[src/rtl/song_play_ctrl.sv]
// rtl/song_play_ctrl.sv - note ROM playback sequencer with beat/gap timing, pause/skip/stop and loop
module song_play_ctrl #(
    parameter int BEAT_CYCLES = 500000,
    parameter int GAP_CYCLES  = 50000,
    parameter int SONG_W      = 2,
    parameter int ADDR_W      = 5,
    parameter int NOTE_W      = 4,
    parameter int DUR_W       = 3
) (
    input  logic                     clk,
    input  logic                     rst,
    input  logic [SONG_W-1:0]        song_select,
    input  logic                     play,
    input  logic                     pause,
    input  logic                     stop,
    input  logic                     skip,
    input  logic                     loop_en,
    output logic [SONG_W+ADDR_W-1:0] rom_addr,
    input  logic [NOTE_W-1:0]        rom_note,
    input  logic [DUR_W-1:0]         rom_dur,
    input  logic                     rom_last,
    output logic [NOTE_W-1:0]        note_to_play,
    output logic                     note_valid,
    output logic                     playing,
    output logic                     paused,
    output logic                     song_done
);
    localparam int PLAY_MAX = BEAT_CYCLES * ((1 << DUR_W) - 1);
    localparam int CNT_MAX  = (PLAY_MAX > GAP_CYCLES) ? PLAY_MAX : GAP_CYCLES;
    localparam int CNT_W    = $clog2(CNT_MAX + 1);
    localparam logic [CNT_W-1:0] BEAT_C   = CNT_W'(BEAT_CYCLES);
    localparam logic [CNT_W-1:0] GAP_LAST = CNT_W'(GAP_CYCLES - 1);

    typedef enum logic [2:0] {
        S_IDLE, S_FETCH, S_LOAD, S_PLAY, S_GAP, S_SKIP, S_PAUSE
    } state_t;

    state_t                     state_q, saved_q;
    logic [SONG_W-1:0]          song_q;
    logic [ADDR_W-1:0]          idx_q;
    logic [CNT_W-1:0]           cnt_q;
    logic [NOTE_W-1:0]          note_q;
    logic [DUR_W-1:0]           dur_q;
    logic                       last_q;
    logic [SONG_W+ADDR_W-1:0]   rom_addr_q;
    logic [NOTE_W-1:0]          note_out_q;
    logic                       valid_q, playing_q, paused_q, done_q;

    logic [CNT_W-1:0]           play_last_d;
    logic                       is_last_d, end_note_d;
    logic [ADDR_W-1:0]          idx_next_d;

    assign play_last_d = CNT_W'(dur_q) * BEAT_C - CNT_W'(1);
    assign is_last_d   = last_q || (idx_q == '1);
    assign idx_next_d  = is_last_d ? '0 : idx_q + ADDR_W'(1);
    assign end_note_d  = (state_q == S_SKIP) ||
                         (state_q == S_GAP && cnt_q == GAP_LAST && !pause && !skip);

    always_ff @(posedge clk) begin
        if (rst || stop) begin
            state_q    <= S_IDLE;
            saved_q    <= S_IDLE;
            song_q     <= '0;
            idx_q      <= '0;
            cnt_q      <= '0;
            note_q     <= '0;
            dur_q      <= '0;
            last_q     <= 1'b0;
            rom_addr_q <= '0;
            note_out_q <= '0;
            valid_q    <= 1'b0;
            playing_q  <= 1'b0;
            paused_q   <= 1'b0;
            done_q     <= 1'b0;
        end else begin
            done_q <= 1'b0;
            case (state_q)
                S_IDLE: if (play) begin
                    song_q     <= song_select;
                    idx_q      <= '0;
                    rom_addr_q <= {song_select, ADDR_W'(0)};
                    playing_q  <= 1'b1;
                    state_q    <= S_FETCH;
                end
                S_FETCH: state_q <= S_LOAD;
                S_LOAD: begin
                    note_q     <= rom_note;
                    dur_q      <= (rom_dur == '0) ? DUR_W'(1) : rom_dur;
                    last_q     <= rom_last;
                    note_out_q <= rom_note;
                    valid_q    <= 1'b1;
                    cnt_q      <= '0;
                    state_q    <= S_PLAY;
                end
                S_PLAY, S_GAP: begin
                    if (pause) begin
                        // The cycle that sees pause still counts as elapsed time.
                        if (state_q == S_PLAY) begin
                            saved_q <= (cnt_q == play_last_d) ? S_GAP : S_PLAY;
                            cnt_q   <= (cnt_q == play_last_d) ? '0 : cnt_q + CNT_W'(1);
                        end else begin
                            saved_q <= (cnt_q == GAP_LAST) ? S_SKIP : S_GAP;
                            cnt_q   <= (cnt_q == GAP_LAST) ? '0 : cnt_q + CNT_W'(1);
                        end
                        note_out_q <= '0;
                        valid_q    <= 1'b0;
                        playing_q  <= 1'b0;
                        paused_q   <= 1'b1;
                        state_q    <= S_PAUSE;
                    end else if (skip) begin
                        cnt_q      <= '0;
                        note_out_q <= '0;
                        valid_q    <= 1'b0;
                        state_q    <= S_SKIP;
                    end else if (state_q == S_PLAY && cnt_q == play_last_d) begin
                        cnt_q      <= '0;
                        note_out_q <= '0;
                        valid_q    <= 1'b0;
                        state_q    <= S_GAP;
                    end else if (!end_note_d) begin
                        cnt_q <= cnt_q + CNT_W'(1);
                    end
                end
                S_PAUSE: if (play) begin
                    state_q   <= saved_q;
                    paused_q  <= 1'b0;
                    playing_q <= 1'b1;
                    if (saved_q == S_PLAY) begin
                        note_out_q <= note_q;
                        valid_q    <= 1'b1;
                    end
                end
                default: ;
            endcase
            if (end_note_d) begin
                cnt_q <= '0;
                if (is_last_d && !loop_en) begin
                    done_q    <= 1'b1;
                    playing_q <= 1'b0;
                    state_q   <= S_IDLE;
                end else begin
                    idx_q      <= idx_next_d;
                    rom_addr_q <= {song_q, idx_next_d};
                    state_q    <= S_FETCH;
                end
            end
        end
    end

    assign rom_addr     = rom_addr_q;
    assign note_to_play = note_out_q;
    assign note_valid   = valid_q;
    assign playing      = playing_q;
    assign paused       = paused_q;
    assign song_done    = done_q;
endmodule

[config.mk]
export PLATFORM = sky130hd
export DESIGN_NAME = song_play_ctrl
export DESIGN_NICKNAME = d
export VERILOG_FILES = /design/src/rtl/song_play_ctrl.sv
export SDC_FILE = /design/constraint.sdc
export NUM_CORES = 1
export LEC_CHECK = 0
export CORE_ASPECT_RATIO = 0.8
export CORE_MARGIN = 2
export CORE_UTILIZATION = 45
export CTS_CLUSTER_SIZE = 14
export DETAILED_ROUTE_END_ITERATION = 16
export DONT_BUFFER_PORTS = 1
export PLACE_DENSITY_LB_ADDON = 0.12
export SYNTH_ARGS = -nofsm -noshare
export SYNTH_HDL_FRONTEND = slang
export SYNTH_SLANG_ARGS = --single-unit
[constraint.sdc]
create_clock -name clk -period 4.03 [get_ports clk]
set_input_delay 0.806 -clock clk [delete_from_list [all_inputs] [get_ports clk]]
set_output_delay 0.806 -clock clk [all_outputs]
set_load 0.02 [all_outputs]
==> run_results.csv <==
group,metric,value,unit
floorplanning,pin_count,32,
yosys,synth_flop_cell,"dfxtp_1",
power_and_ir_drop,p_sw,304,µW
power_and_ir_drop,vdd.ir_drop.worst,188,µV
critical_path,required,4300,ps
critical_path,worstReg2RegStart,"dur_q[1]",
sta,finalSetupTns,0,ps
cts,cts_resized,0,
global_routing,grt_pass1_vias,3121,
route,vias,3222,
critical_path,worstSetupPathType,"register to register",
power_and_ir_drop,p_per_area,302,nW/µm²
worst_hold_path,holdPathStages,2,
floorplanning,core-area,7950,µm²
yosys,synthTopCellsByCount,"dfxtp_1, nand2_1, nor2_1",
floorplanning,initial_core_util,0.465,
sta,finalSetupViolCount,0,
yosys,synth-simple-area-share,0.273,
route,drt-total-wl,8990,µm
layout,final_nets,495,
cts,htreeDepth,3,
global_routing,grt_pass1_wl,15600,µm
yosys,muxShareOfSynthArea,0.0217,
cts,cts.hold.buffers_added,0,
yosys,yosys_warnings,0,
sta,finalCritPeriodShare,0.931,
run_status,outcome,"complete, no violations",
global_routing,grt_remaining_overflow,0,
route,firstDrtPassIters,4,
power_and_ir_drop,p_seq_frac,0.480,
yosys,ys_ff_latch,58,
global_routing,antenna_found_initial,0,
layout,fin_area,4030,µm²
floorplanning,die_y,85.0,µm
cts,cts_tree,"yes",
yosys,syn_inst,454,
critical_path,reg2reg_slack,280,ps
layout,fin_util,0.507,
critical_path,cp.arrival,4020,ps
critical_path,setup.worst_path.start_class,"register",
yosys,syn_area,3690,µm²
placed_design,dp_cells,554,
yosys,yosys.area.top_type,"dfxtp_1",
critical_path,path_max_fanout,5,
route,avgRoutedWirePerCell,15.8,µm
layout,n_antenna_cell,0,
cts,clockBufferDepth,2,
yosys,synth_fa_ha_area_frac,0.0773,
sta,worst_pin_slew,761,ps
power_and_ir_drop,intPower,913,µW
yosys,yosys.cell_count.top_type,"dfxtp_1",
sta,hold_violations,0,
critical_path,rr_worst_depth,12,
global_routing,grt_usage,0.216,
layout,layout.cells.non_filler,570,
layout,drive_gt1_frac,0.0887,
placed_design,gp_congestion,0.816,
sta,finalCriticalPeriod,3750,ps
power_and_ir_drop,comb_power_share,0.071,
sta,final_max_slew_viol_count,0,
cts,clock-sinks,58,
critical_path,crit_path_end_kind,"register",
yosys,synthesis.nets,492,
placed_design,placed_area,3840,µm²
yosys,synth_top_area_frac,0.314,
yosys,synthXorXnorAreaFrac,0.0922,
cts,cts-root-buf,"clkbuf_8",
yosys,synth-compound-area-share,0.188,
sta,finClkSkew,10.7,ps
floorplanning,die_area,8950,µm²
critical_path,crit_chain,"inv_1, ha_1, ha_1, fa_1, or4_1, a211oi_1, xnor2_1, nand3_1, or3_1, or3_4, o2111ai_4, mux2i_1",
yosys,synth_edf_count,0,
yosys,synth_cell_type_count,62,
critical_path,slowest_stage,"fa_1",
critical_path,timing.critical_path.buf_inv,1,
route,drt-initial-drc-count,166,
yosys,synth_top_family_by_area,"simple AND/OR/NAND/NOR gates",
route,drc,0,
worst_hold_path,hp-class,"register to register",
floorplanning,chipWidth,105,µm
run,cap_viol_max_count,0,
yosys,ys_seq_area_frac,0.314,
sta,max_freq,0.266,GHz
critical_path,critPathMaxStageDelay,510,ps
worst_hold_path,hold-path-endpoint,"idx_q[4]",
yosys,async_flop_share,0,
critical_path,crit_top_cell,"ha_1",
critical_path,worstReg2RegEnd,"note_to_play[2]",
critical_path,cp_top_family,"simple AND/OR/NAND/NOR gates",
worst_hold_path,hp-start,"idx_q[4]",
route,final_antenna_net_count,0,
placed_design,port_buffers,0,
cts,clkTransAtPathRegs,70,ps
power_and_ir_drop,p_clk_frac,0.449,
global_routing,grt_max_degree,31,
cts,clk_latency,350,ps
sta,rsz0062_at_grt,"no",
placed_design,dp_hpwl,6670,µm
power_and_ir_drop,power_leakage,0.00159,µW
yosys,yosys-top-cells-area,"dfxtp_1, ha_1, a21oi_1, xor2_1, nand2_1",
power_and_ir_drop,swShare,0.250,
layout,area_growth,9.22,%
yosys,syn_avg_cell_area,8.13,µm²
route,vias_per_cell,5.65,
floorplanning,rows,29,
cts,cts_setup_buffers,0,
cts,cts-buffers-inserted,9,
sta,relSlewSlack,0.489,
power_and_ir_drop,totalPowerFinal,1220,µW
-- how the worst max path moves through the flow --
stage / startpoint / end / slack, ps / cells after the start
after floorplan: dur_q[0] / cnt_q[21] / 150 / 13
final: dur_q[1] / note_to_play[2] / 280 / 12
after CTS: dur_q[1] / cnt_q[10] / 260 / 13
after detailed placement: dur_q[1] / cnt_q[6] / 260 / 13
after global routing: dur_q[1] / cnt_q[10] / 30 / 13
after global placement: dur_q[1] / cnt_q[9] / 340 / 13
-- registers in the layout (all words and copies together), names as in the netlist, 2 cells and up --
| register | cells |
|---|---|
| cnt_q | 22 |
| rom_addr | 7 |
| idx_q | 5 |
| note_q | 4 |
| note_to_play | 4 |
| dur_q | 3 |
| saved_q | 3 |
| state_q | 3 |
| song_q | 2 |
-- cell type report --
class / count / area [µm²]
Inverter: 10 / 37.5
Clock buffer: 11 / 141
Fill cell: 789 / 3910
Sequential cell: 58 / 1160
Tap cell: 108 / 135
Multi-Input combinational cell: 367 / 2410
Clock inverter: 5 / 53.8
Timing Repair Buffer: 11 / 95.1
-- per-layer routing --
| layer | wire (µm) | part of all wire | track usage |
|---|---|---|---|
| met2 | 3770 | 0.42 | 0.313 |
| met4 | 85 | 0.0095 | 0.0473 |
| met3 | 570 | 0.063 | 0.0607 |
| met5 | 0 | 0 | 0 |
| met1 | 4560 | 0.51 | 0.318 |
-- cells by family (layout without fill, tap and decap cells) --
| group | count (synthesis) | after routing |
|---|---|---|
| AOI/OAI and AO/OA | 107 | 107 |
| xor gates and xnor gates | 38 | 38 |
| adders and majority gates | 21 | 21 |
| buffers and inverters | 29 | 37 |
| DFF | 58 | 58 |
| muxes | 8 | 8 |
| and+or+nand+nor | 193 | 193 |
-- per-stage QoR --
step	setup WS (ps)	hold slack, ps
2_1_floorplan	155	441
3_3_place_gp	339	449
3_5_place_dp	264	465
4_1_cts	259	473
6_report	278	473
5_1_grt	28.5	501
-- worst register-to-register path: stages (launching register included) --
cell       delay (ps)
dfxtp_1           410
inv_1              90
ha_1              290
ha_1              250
fa_1              510
or4_1             420
a211oi_1          280
xnor2_1           180
nand3_1            80
or3_1             370
or3_4             390
o2111ai_4         180
mux2i_1           240
-- cell usage in the layout (no fill, tap or decap), drive strengths merged, types with 11 or more instances in the layout --
cell	n
a21oi	43
buf	11
dfxtp	58
clkbuf	11
nor2	45
ha	18
o21ai	21
nand3	12
nand2	50
xor2	22
xnor2	16
-- power groups by stage --
stage               registers, µW  logic (µW)  clock network (µW)
floorplan                     595        70.6                   0
global placement              596        86.1                   0
detailed placement            597        86.4                   0
CTS                           583        86.9                 558
global route                  584        98.2                 582
finish                        584        86.8                 546
Power figures use the tool's default switching activity.
